--- config.mk ---
export PLATFORM = sky130hd
export DESIGN_NAME = aes_dec_controller
export DESIGN_NICKNAME = d
export VERILOG_FILES = /design/src/rtl/aes_ctrl_pkg.sv /design/src/rtl/aes_round_counter.sv /design/src/rtl/aes_dec_controller.sv
export SDC_FILE = /design/constraint.sdc
export NUM_CORES = 1
export LEC_CHECK = 0
export CORE_MARGIN = 1
export CORE_UTILIZATION = 40
export CTS_CLUSTER_SIZE = 12
export DETAILED_ROUTE_END_ITERATION = 10
export HOLD_SLACK_MARGIN = 0.15
export SLEW_MARGIN = 20
export SYNTH_ARGS = -nofsm -noshare
export SYNTH_HDL_FRONTEND = slang
export SYNTH_SLANG_ARGS = --single-unit
--- constraint.sdc ---
create_clock -name CLK -period 3.39 [get_ports CLK]
set_input_delay 0.8475 -clock CLK [delete_from_list [all_inputs] [get_ports CLK]]
set_output_delay 0.8475 -clock CLK [all_outputs]
set_load 0.02 [all_outputs]
--- src/rtl/aes_ctrl_pkg.sv ---
// Shared types and constants for the AES-128 decryption controller.
// Optional build macro used by the controller: AES_CTRL_PERF_EN.
package aes_ctrl_pkg;

  localparam int unsigned NUM_ROUNDS = 10;
  localparam int unsigned IMC_WORDS  = 4;

  localparam int unsigned OP_W    = 3;
  localparam int unsigned ROUND_W = 4;
  localparam int unsigned WORD_W  = 2;
  localparam int unsigned KW_W    = 8;
  localparam int unsigned PERF_W  = 16;

  // Index of the last InvMixColumns column in a round
  localparam logic [WORD_W-1:0] LAST_WORD = WORD_W'(IMC_WORDS - 1);

  // Datapath operation select
  typedef enum logic [OP_W-1:0] {
    OP_NONE = 3'd0,
    OP_LOAD = 3'd1,
    OP_ARK  = 3'd2,
    OP_ISR  = 3'd3,
    OP_ISB  = 3'd4,
    OP_IMC  = 3'd5
  } op_t;

  // Controller sequencing states
  typedef enum logic [3:0] {
    S_IDLE     = 4'd0,
    S_LOAD     = 4'd1,
    S_KEYWAIT  = 4'd2,
    S_ARK_INIT = 4'd3,
    S_ISR      = 4'd4,
    S_ISB      = 4'd5,
    S_ARK      = 4'd6,
    S_IMC      = 4'd7,
    S_DONE     = 4'd8
  } state_t;

endpackage

--- src/rtl/aes_round_counter.sv ---
// Loadable down-counter with zero flag; never decrements below zero.
module aes_round_counter #(
  parameter int unsigned W = 4
) (
  input  logic         clk,
  input  logic         rst,
  input  logic         load,
  input  logic [W-1:0] load_val,
  input  logic         dec,
  output logic [W-1:0] count,
  output logic         zero_c
);

  assign zero_c = (count == '0);

  // Load has priority over decrement; decrement saturates at zero
  always_ff @(posedge clk) begin
    if (rst) begin
      count <= '0;
    end else if (load) begin
      count <= load_val;
    end else if (dec && !zero_c) begin
      count <= count - W'(1);
    end
  end

endmodule

--- src/rtl/aes_dec_controller.sv ---
// Moore sequencer for the AES-128 decryption datapath.
// Define AES_CTRL_PERF_EN to add the CYCLE_COUNT run-length counter.
module aes_dec_controller
  import aes_ctrl_pkg::*;
#(
  parameter int unsigned KEYEXP_CYCLES = 12
) (
  input  logic               CLK,
  input  logic               RESET,
  input  logic               AES_START,
  output logic               AES_DONE,
  output logic               KEY_START,
  output logic               LD_STATE,
  output logic [OP_W-1:0]    OP_SEL,
  output logic [ROUND_W-1:0] ROUND_IDX,
  output logic [WORD_W-1:0]  WORD_SEL
`ifdef AES_CTRL_PERF_EN
  ,
  output logic [PERF_W-1:0]  CYCLE_COUNT
`endif
);

  state_t state;
  state_t state_nxt;

  logic [KW_W-1:0]    kw_count;
  logic               kw_zero_c;
  logic               kw_load_c;
  logic               kw_dec_c;
  logic [ROUND_W-1:0] rnd_count;
  logic               rnd_zero_c;
  logic               rnd_load_c;
  logic               rnd_dec_c;
  logic               imc_last_c;

  // Counter controls decoded from the current state
  assign imc_last_c = (WORD_SEL == LAST_WORD);
  assign kw_load_c  = (state == S_LOAD);
  assign kw_dec_c   = (state == S_KEYWAIT) && (kw_count != '0);
  assign rnd_load_c = (state == S_KEYWAIT) && kw_zero_c;
  assign rnd_dec_c  = (state == S_IMC) && imc_last_c;

  // Key-schedule wait counter, K cycles in KEYWAIT
  aes_round_counter #(
    .W (KW_W)
  ) u_kw_cnt (
    .clk      (CLK),
    .rst      (RESET),
    .load     (kw_load_c),
    .load_val (KW_W'(KEYEXP_CYCLES - 1)),
    .dec      (kw_dec_c),
    .count    (kw_count),
    .zero_c   (kw_zero_c)
  );

  // Round counter r, loaded with 9 on entry to ARK_INIT
  aes_round_counter #(
    .W (ROUND_W)
  ) u_rnd_cnt (
    .clk      (CLK),
    .rst      (RESET),
    .load     (rnd_load_c),
    .load_val (ROUND_W'(NUM_ROUNDS - 1)),
    .dec      (rnd_dec_c),
    .count    (rnd_count),
    .zero_c   (rnd_zero_c)
  );

  // Next-state decode
  always_comb begin
    state_nxt = state;
    case (state)
      S_IDLE:     if (AES_START) state_nxt = S_LOAD;
      S_LOAD:     state_nxt = S_KEYWAIT;
      S_KEYWAIT:  if (kw_zero_c) state_nxt = S_ARK_INIT;
      S_ARK_INIT: state_nxt = S_ISR;
      S_ISR:      state_nxt = S_ISB;
      S_ISB:      state_nxt = S_ARK;
      S_ARK:      state_nxt = rnd_zero_c ? S_DONE : S_IMC;
      S_IMC:      if (imc_last_c) state_nxt = S_ISR;
      S_DONE:     if (!AES_START) state_nxt = S_IDLE;
      default:    state_nxt = S_IDLE;
    endcase
  end

  // State register with outputs registered from the state being entered
  always_ff @(posedge CLK) begin
    if (RESET) begin
      state     <= S_IDLE;
      AES_DONE  <= 1'b0;
      KEY_START <= 1'b0;
      LD_STATE  <= 1'b0;
      OP_SEL    <= OP_NONE;
      ROUND_IDX <= '0;
      WORD_SEL  <= '0;
    end else begin
      state     <= state_nxt;
      AES_DONE  <= 1'b0;
      KEY_START <= 1'b0;
      LD_STATE  <= 1'b0;
      OP_SEL    <= OP_NONE;
      ROUND_IDX <= '0;
      WORD_SEL  <= '0;
      case (state_nxt)
        S_LOAD: begin
          OP_SEL    <= OP_LOAD;
          LD_STATE  <= 1'b1;
          KEY_START <= 1'b1;
        end
        S_ARK_INIT: begin
          OP_SEL    <= OP_ARK;
          LD_STATE  <= 1'b1;
          ROUND_IDX <= ROUND_W'(NUM_ROUNDS);
        end
        S_ISR: begin
          OP_SEL    <= OP_ISR;
          LD_STATE  <= 1'b1;
          // r decrements on the same edge that leaves IMC
          ROUND_IDX <= (state == S_IMC) ? rnd_count - ROUND_W'(1) : rnd_count;
        end
        S_ISB: begin
          OP_SEL    <= OP_ISB;
          LD_STATE  <= 1'b1;
          ROUND_IDX <= rnd_count;
        end
        S_ARK: begin
          OP_SEL    <= OP_ARK;
          LD_STATE  <= 1'b1;
          ROUND_IDX <= rnd_count;
        end
        S_IMC: begin
          OP_SEL    <= OP_IMC;
          LD_STATE  <= 1'b1;
          ROUND_IDX <= rnd_count;
          WORD_SEL  <= (state == S_IMC) ? WORD_SEL + WORD_W'(1) : '0;
        end
        S_DONE: begin
          AES_DONE  <= 1'b1;
        end
        default: ;
      endcase
    end
  end

`ifdef AES_CTRL_PERF_EN
  // Run-length counter: clears entering LOAD, counts busy cycles, saturates
  always_ff @(posedge CLK) begin
    if (RESET) begin
      CYCLE_COUNT <= '0;
    end else if (state_nxt == S_LOAD) begin
      CYCLE_COUNT <= '0;
    end else if ((state != S_IDLE) && (state != S_DONE) && (CYCLE_COUNT != '1)) begin
      CYCLE_COUNT <= CYCLE_COUNT + PERF_W'(1);
    end
  end
`endif

endmodule

==> results of run 1 <==
==> stage by stage <==
| stage | total power [mW] | worst slack, ps | utilization | area (µm²) | instances |
|---|---|---|---|---|---|
| after floorplan | 0.586 | 1500 | - | 1280 | 135 |
| after global placement | 0.631 | 1010 | 0.472 | 1440 | 187 |
| after detailed placement | 0.633 | 972 | 0.472 | 1440 | 187 |
| after CTS | 0.852 | 1200 | 0.489 | 1490 | 191 |
| after global routing | 0.894 | 1160 | 0.489 | 1490 | 191 |
| final | 0.846 | 1220 | 0.489 | 1490 | 191 |
==> area by class of cell <==
type / count / share of cell area
clock buffer: 3 / 0.0151
clock inverter: 1 / 0.0201
inverter: 7 / 0.0176
multi-input combinational: 94 / 0.441
sequential: 28 / 0.375
tap: 44 / 0.0369
timing repair buffer: 14 / 0.0938
==> logic make-up (layout without fill, tap and decap cells) <==
group                      Yosys count  count (layout)  synth area share
AOI/OAI and AO/OA                   23              23             0.123
xor gates and xnor gates            12              12            0.0818
buffers and inverters               13              25            0.0506
DFF                                 28              28             0.436
muxes                                2               2            0.0166
and+or+nand+nor                     54              54             0.263
adders and majority gates            3               3            0.0292
==> cell usage in the layout (no fill, tap or decap), types with 2 or more instances in the layout <==
| master | n |
|---|---|
| o21bai_1 | 2 |
| ha_1 | 3 |
| nor2_1 | 16 |
| nand2_1 | 7 |
| nor4_1 | 2 |
| dfxtp_1 | 28 |
| nor3b_1 | 3 |
| xor2_1 | 7 |
| clkbuf_4 | 3 |
| nand3_1 | 4 |
| clkdlybuf4s50_1 | 14 |
| a211o_1 | 2 |
| xnor2_1 | 5 |
| nor2b_1 | 2 |
| a211oi_1 | 3 |
| o22ai_1 | 3 |
| nand2b_1 | 2 |
| nor3_1 | 3 |
| or3_1 | 2 |
| inv_1 | 7 |
| a21oi_1 | 7 |
| o21ai_0 | 2 |
| or3b_1 | 2 |
==> where the power goes <==
part | internal, mW | switching, mW | leakage [nW]
clock network | 0.120 | 0.0999 | 0.0279
registers | 0.365 | 0.0330 | 0.228
logic | 0.105 | 0.124 | 0.282
total | 0.589 | 0.257 | 0.537
==> routing by layer <==
layer  routed length, µm  vias up  share of wire  global-route usage
li1                    -      502              -                   -
met1                1250      433           0.55               0.207
met2                 941       13           0.42               0.222
met3                  48        2          0.021              0.0264
met4                  19        0         0.0084              0.0510
met5                   0        -              0                   0
==> worst max path at each step <==
stage	startpoint	to	slack [ps]	cells after the start
after global routing	WORD_SEL[0]	WORD_SEL[0]	1160	1
after global placement	RESET	ROUND_IDX[3]	1010	3
after floorplan	state[0]	OP_SEL[0]	1500	7
after detailed placement	RESET	OP_SEL[0]	970	3
after CTS	WORD_SEL[0]	WORD_SEL[0]	1200	1
final	WORD_SEL[0]	WORD_SEL[0]	1220	1
==> flip-flops by register name (all words and copies together), names as in the netlist <==
name / flops
ROUND_IDX: 4
KEY_START: 1
state: 4
u_rnd_cnt.count: 4
OP_SEL: 3
WORD_SEL: 2
LD_STATE: 1
AES_DONE: 1
u_kw_cnt.count: 8
==> metrics.csv, run 1 <==
stage;metric;value;unit
worst_setup_path;Worst R2R End;OP_SEL[0];
final_layout;Register Area;561;µm²
worst_setup_path;slowest CP cell;clkdlybuf4s50_1;
sta;clk_skew;10.2;ps
clock_tree;clock sinks;28;
yosys;Post-synth EDFFs;0;
final_layout;# fillers;302;
die;cell row count;20;
final_layout;Final nets;154;
worst_setup_path;Worst Path Required;2540;ps
clock_tree;Root Driver;clkbuf_4;
global_route;initial antenna violation count;0;
min_path;hold_sp;WORD_SEL[0];
worst_setup_path;kind of critical path;reg -> out;
sta;fmax;0.460;GHz
yosys;Syn Area/Cell;9.52;µm²
worst_setup_path;critical path arrival;1330;ps
global_route;global-route wire length before repair;3840;µm
global_route;vias in the first global route;872;
worst_setup_path;Setup crit end kind;output pin;
clock_tree;Hold Buf Count CTS;0;
drt;DRC violations left;0;
clock_tree;Clock Path Buffers;2;
drt;vias post-DR;950;
drt;initial DRC count;21;
die;die footprint;3440;µm²
worst_setup_path;Setup crit start kind;register;
yosys;sequential share of the synthesized area;0.436;
sta;Sum Neg Setup Slack;0;ps
yosys;most frequent cell after synthesis;dfxtp_1;
worst_setup_path;Reg2Reg Launch Point;u_rnd_cnt.count[0];
clock_tree;Worst-Skew Late Latency;330;ps
sta;final worst-path cycle share;0.641;
yosys;area leader, netlist;dfxtp_1;
yosys;Seq cells post-synth;28;
worst_setup_path;crit path cell chain;clkdlybuf4s50_1;
final_layout;Multi-input gate area;659;µm²
die;top-level I/O count;15;
final_layout;# diodes;0;
clock_tree;post_cts resized;0;
die;Initial Utilization;0.421;
final_layout;layout cells sized above 1;0.0884;
yosys;Mapped Nets;141;
sta;Slew Limit Fails;0;
power_and_ir_drop;Pleak;0.537;nW
worst_setup_path;Reg2Reg Depth;7;
drt;post-route ant nets;0;
run;Max Cap Violations;0;
clock_tree;CTS tree;built;
worst_setup_path;Max FO, Critical Path;3;
yosys;Netlist cell types;41;
min_path;WHS Path Cells;1;
yosys;top post-synthesis cells by count;dfxtp_1 (28), nor2_1 (16);
yosys;Main synth FF type;dfxtp_1;
worst_setup_path;Critical path buffers and inverters;1;
min_path;HP Class;reg -> reg;
die;die width;58.7;µm
drt;DRT Pass-1 Iters;4;
power_and_ir_drop;IR drop worst, VDD;0.163;mV
clock_tree;setup repair bufs after CTS;0;
clock_tree;clock slew at reported path FFs;160;ps
drt;Total Wirelength;2260;µm
drt;Vias/cell;4.97;
clock_tree;CTS H-Tree Depth;1;
yosys;ranking of synthesized cells by area;dfxtp_1 (44%), xor2_1 (4.8%), nor2_1 (4.7%);
yosys;post-synthesis instance total;135;
status;status;finished, final reports clean;
worst_setup_path;cell family with most CP delay;buffers and inverters;
yosys;asr flop ratio synth;0;
global_route;GRT Util Overall;0.146;
sta;Tmin final;2170;ps
placed_design;DP HPWL;1620;µm
sta;Least-Margin Pin Slew;780;ps
min_path;Worst Hold Endpoint;WORD_SEL[0];
die;core area;3050;µm²
final_layout;synth-to-layout area growth;16.3;%
yosys;top-area cell type share of the netlist area;0.436;
global_route;total grt overflow;0;
die;Die Ht;58.7;µm
yosys;Ys Warns;0;
clock_tree;total CTS buffers;3;
yosys;Mapped Area;1280;µm²
sta;Fin. Hold Viols;0;
global_route;largest net degree at the start of global routing;21;
placed_design;IO Port Bufs;14;
drt;drt wl/cell;11.8;µm
worst_setup_path;FF-to-FF setup slack;1330;ps
sta;slew margin rel.;0.475;
sta;Fin Hold WS;464;ps
worst_setup_path;Crit path largest cell delay;610;ps
power_and_ir_drop;pwr dens;566;nW/µm²
sta;RSZ-0062 raised after global routing;no;
placed_design;gp weighted congestion;0.833;
sta;Final setup viols;0;
Power figures use the tool's default switching activity.
==> inputs of run 2 (changes only) <==
==> constraint.sdc (replaced) <==
create_clock -name CLK -period 2.1 [get_ports CLK]
set_input_delay 0.525 -clock CLK [delete_from_list [all_inputs] [get_ports CLK]]
set_output_delay 0.525 -clock CLK [all_outputs]
set_load 0.02 [all_outputs]
==> run 2 against run 1 <==
Against the previous run:
- via count increased by 5.6%
- worst hold slack improved by 14 ps
- worst setup slack lost 1100 ps
==> metrics.csv, run 2 (same netlist as run 1, synthesis figures left out) <==
stage;metric;value;unit
status;status;finished, final reports clean;
drt;drt wl/cell;12.5;µm
sta;slew margin rel.;0.665;
power_and_ir_drop;pwr dens;900;nW/µm²
die;Initial Utilization;0.421;
run;Max Cap Violations;0;
die;die width;58.7;µm
placed_design;gp weighted congestion;0.799;
final_layout;Final nets;162;
worst_setup_path;Reg2Reg Depth;5;
clock_tree;CTS tree;built;
final_layout;Multi-input gate area;672;µm²
die;cell row count;20;
min_path;WHS Path Cells;1;
sta;Final setup viols;0;
worst_setup_path;Setup crit start kind;register;
drt;vias post-DR;1003;
placed_design;placed cell count;195;
final_layout;layout cells sized above 1;0.135;
final_layout;most frequent cells in the layout;dfxtp_1 (28), nor2_1 (16), clkdlybuf4s50_1 (14), buf_4 (8);
placed_design;IO Port Bufs;14;
final_layout;# fillers;312;
power_and_ir_drop;Pleak;0.578;nW
clock_tree;Worst-Skew Late Latency;330;ps
drt;initial DRC count;21;
drt;DRT Pass-1 Iters;4;
drt;Vias/cell;5.04;
die;Die Ht;58.7;µm
final_layout;most common cell after layout, fill and taps aside;dfxtp_1;
sta;Tmin final;1960;ps
die;die footprint;3440;µm²
sta;RSZ-0062 raised after global routing;no;
sta;final worst-path cycle share;0.931;
sta;Slew Limit Fails;0;
drt;DRC violations left;0;
sta;Sum Neg Setup Slack;0;ps
global_route;largest net degree at the start of global routing;17;
final_layout;synth-to-layout area growth;21.9;%
global_route;global-route wire length before repair;4280;µm
global_route;initial antenna violation count;0;
global_route;M2 GR Usage;0.273;
sta;fmax;0.511;GHz
clock_tree;clock sinks;28;
power_and_ir_drop;IR drop worst, VDD;0.415;mV
clock_tree;clock slew at reported path FFs;150;ps
sta;clk_skew;2.06;ps
placed_design;DP HPWL;1870;µm
final_layout;# diodes;0;
worst_setup_path;Max FO, Critical Path;8;
drt;Total Wirelength;2480;µm
clock_tree;Root Driver;clkbuf_4;
final_layout;Most flops, register;u_kw_cnt.count;
global_route;met1 Track Usage GR;0.203;
clock_tree;Hold Buf Count CTS;0;
global_route;GRT Util Overall;0.166;
worst_setup_path;critical path arrival;2200;ps
sta;Least-Margin Pin Slew;502;ps
global_route;GRT Max-Usage Layer;met2;
die;core area;3050;µm²
drt;post-route ant nets;0;
worst_setup_path;Worst Path Required;2350;ps
final_layout;Finished Layout Cells;199;
clock_tree;Clock Path Buffers;2;
final_layout;Register Area;561;µm²
final_layout;max reg flops;8;
global_route;vias in the first global route;1014;
clock_tree;total CTS buffers;3;
final_layout;post-layout util;0.513;
clock_tree;CTS H-Tree Depth;1;
worst_setup_path;kind of critical path;reg -> reg;
die;top-level I/O count;15;
min_path;HP Class;reg -> reg;
sta;Fin. Hold Viols;0;
worst_setup_path;Setup crit end kind;register;
final_layout;post-route cell area;1570;µm²
global_route;total grt overflow;0;
global_route;met3 usage;0.0462;
placed_design;Post-DP Area;1500;µm²
## run 2: cell type report
cell class,count,share of cell area
clock buffer,3,0.0144
clock inverter,1,0.0192
inverter,7,0.0168
multi-input combinational,94,0.429
sequential,28,0.358
tap,44,0.0351
timing repair buffer,22,0.128
## run 2: stage by stage
step                setup slack (ps)  power (mW)  hold WS [ps]
finish                           144        1.41           478
CTS                              105        1.41           485
global placement                 166        1.05           440
floorplan                        210       0.947           480
detailed placement               119        1.06           460
global route                    60.2        1.49           510
## run 2: final timing paths
kind | startpoint | endpoint | slack, ps
setup / recovery | state[1] | u_kw_cnt.count[7] | 140
hold / removal | WORD_SEL[0] | WORD_SEL[0] | 480
setup reg to reg | state[1] | u_kw_cnt.count[7] | 140
hold reg to reg | WORD_SEL[0] | WORD_SEL[0] | 480
## run 2: report_power, final
part           internal, mW  switching [mW]  leakage [nW]
logic                 0.202           0.219         0.322
registers             0.588          0.0468         0.228
clock network         0.193           0.161        0.0279
## run 2: timing repair
item,in CTS,in global routing
setup endpoints to repair,0,1
resized for setup,0,1
setup buffers,0,0
endpoints found under the hold margin,0,0
## run 2: routing by layer
metal / share of wire / vias up
li1: - / 511
met1: 0.49 / 476
met2: 0.46 / 12
met3: 0.029 / 4
met4: 0.016 / 0
met5: 0 / -
## run 2: worst max-delay path: stages (launching register included)
cell,delay [ps]
dfxtp_1,490
or4b_4,520
a211o_1,280
or3b_1,390
xor2_1,140
nor2_1,50
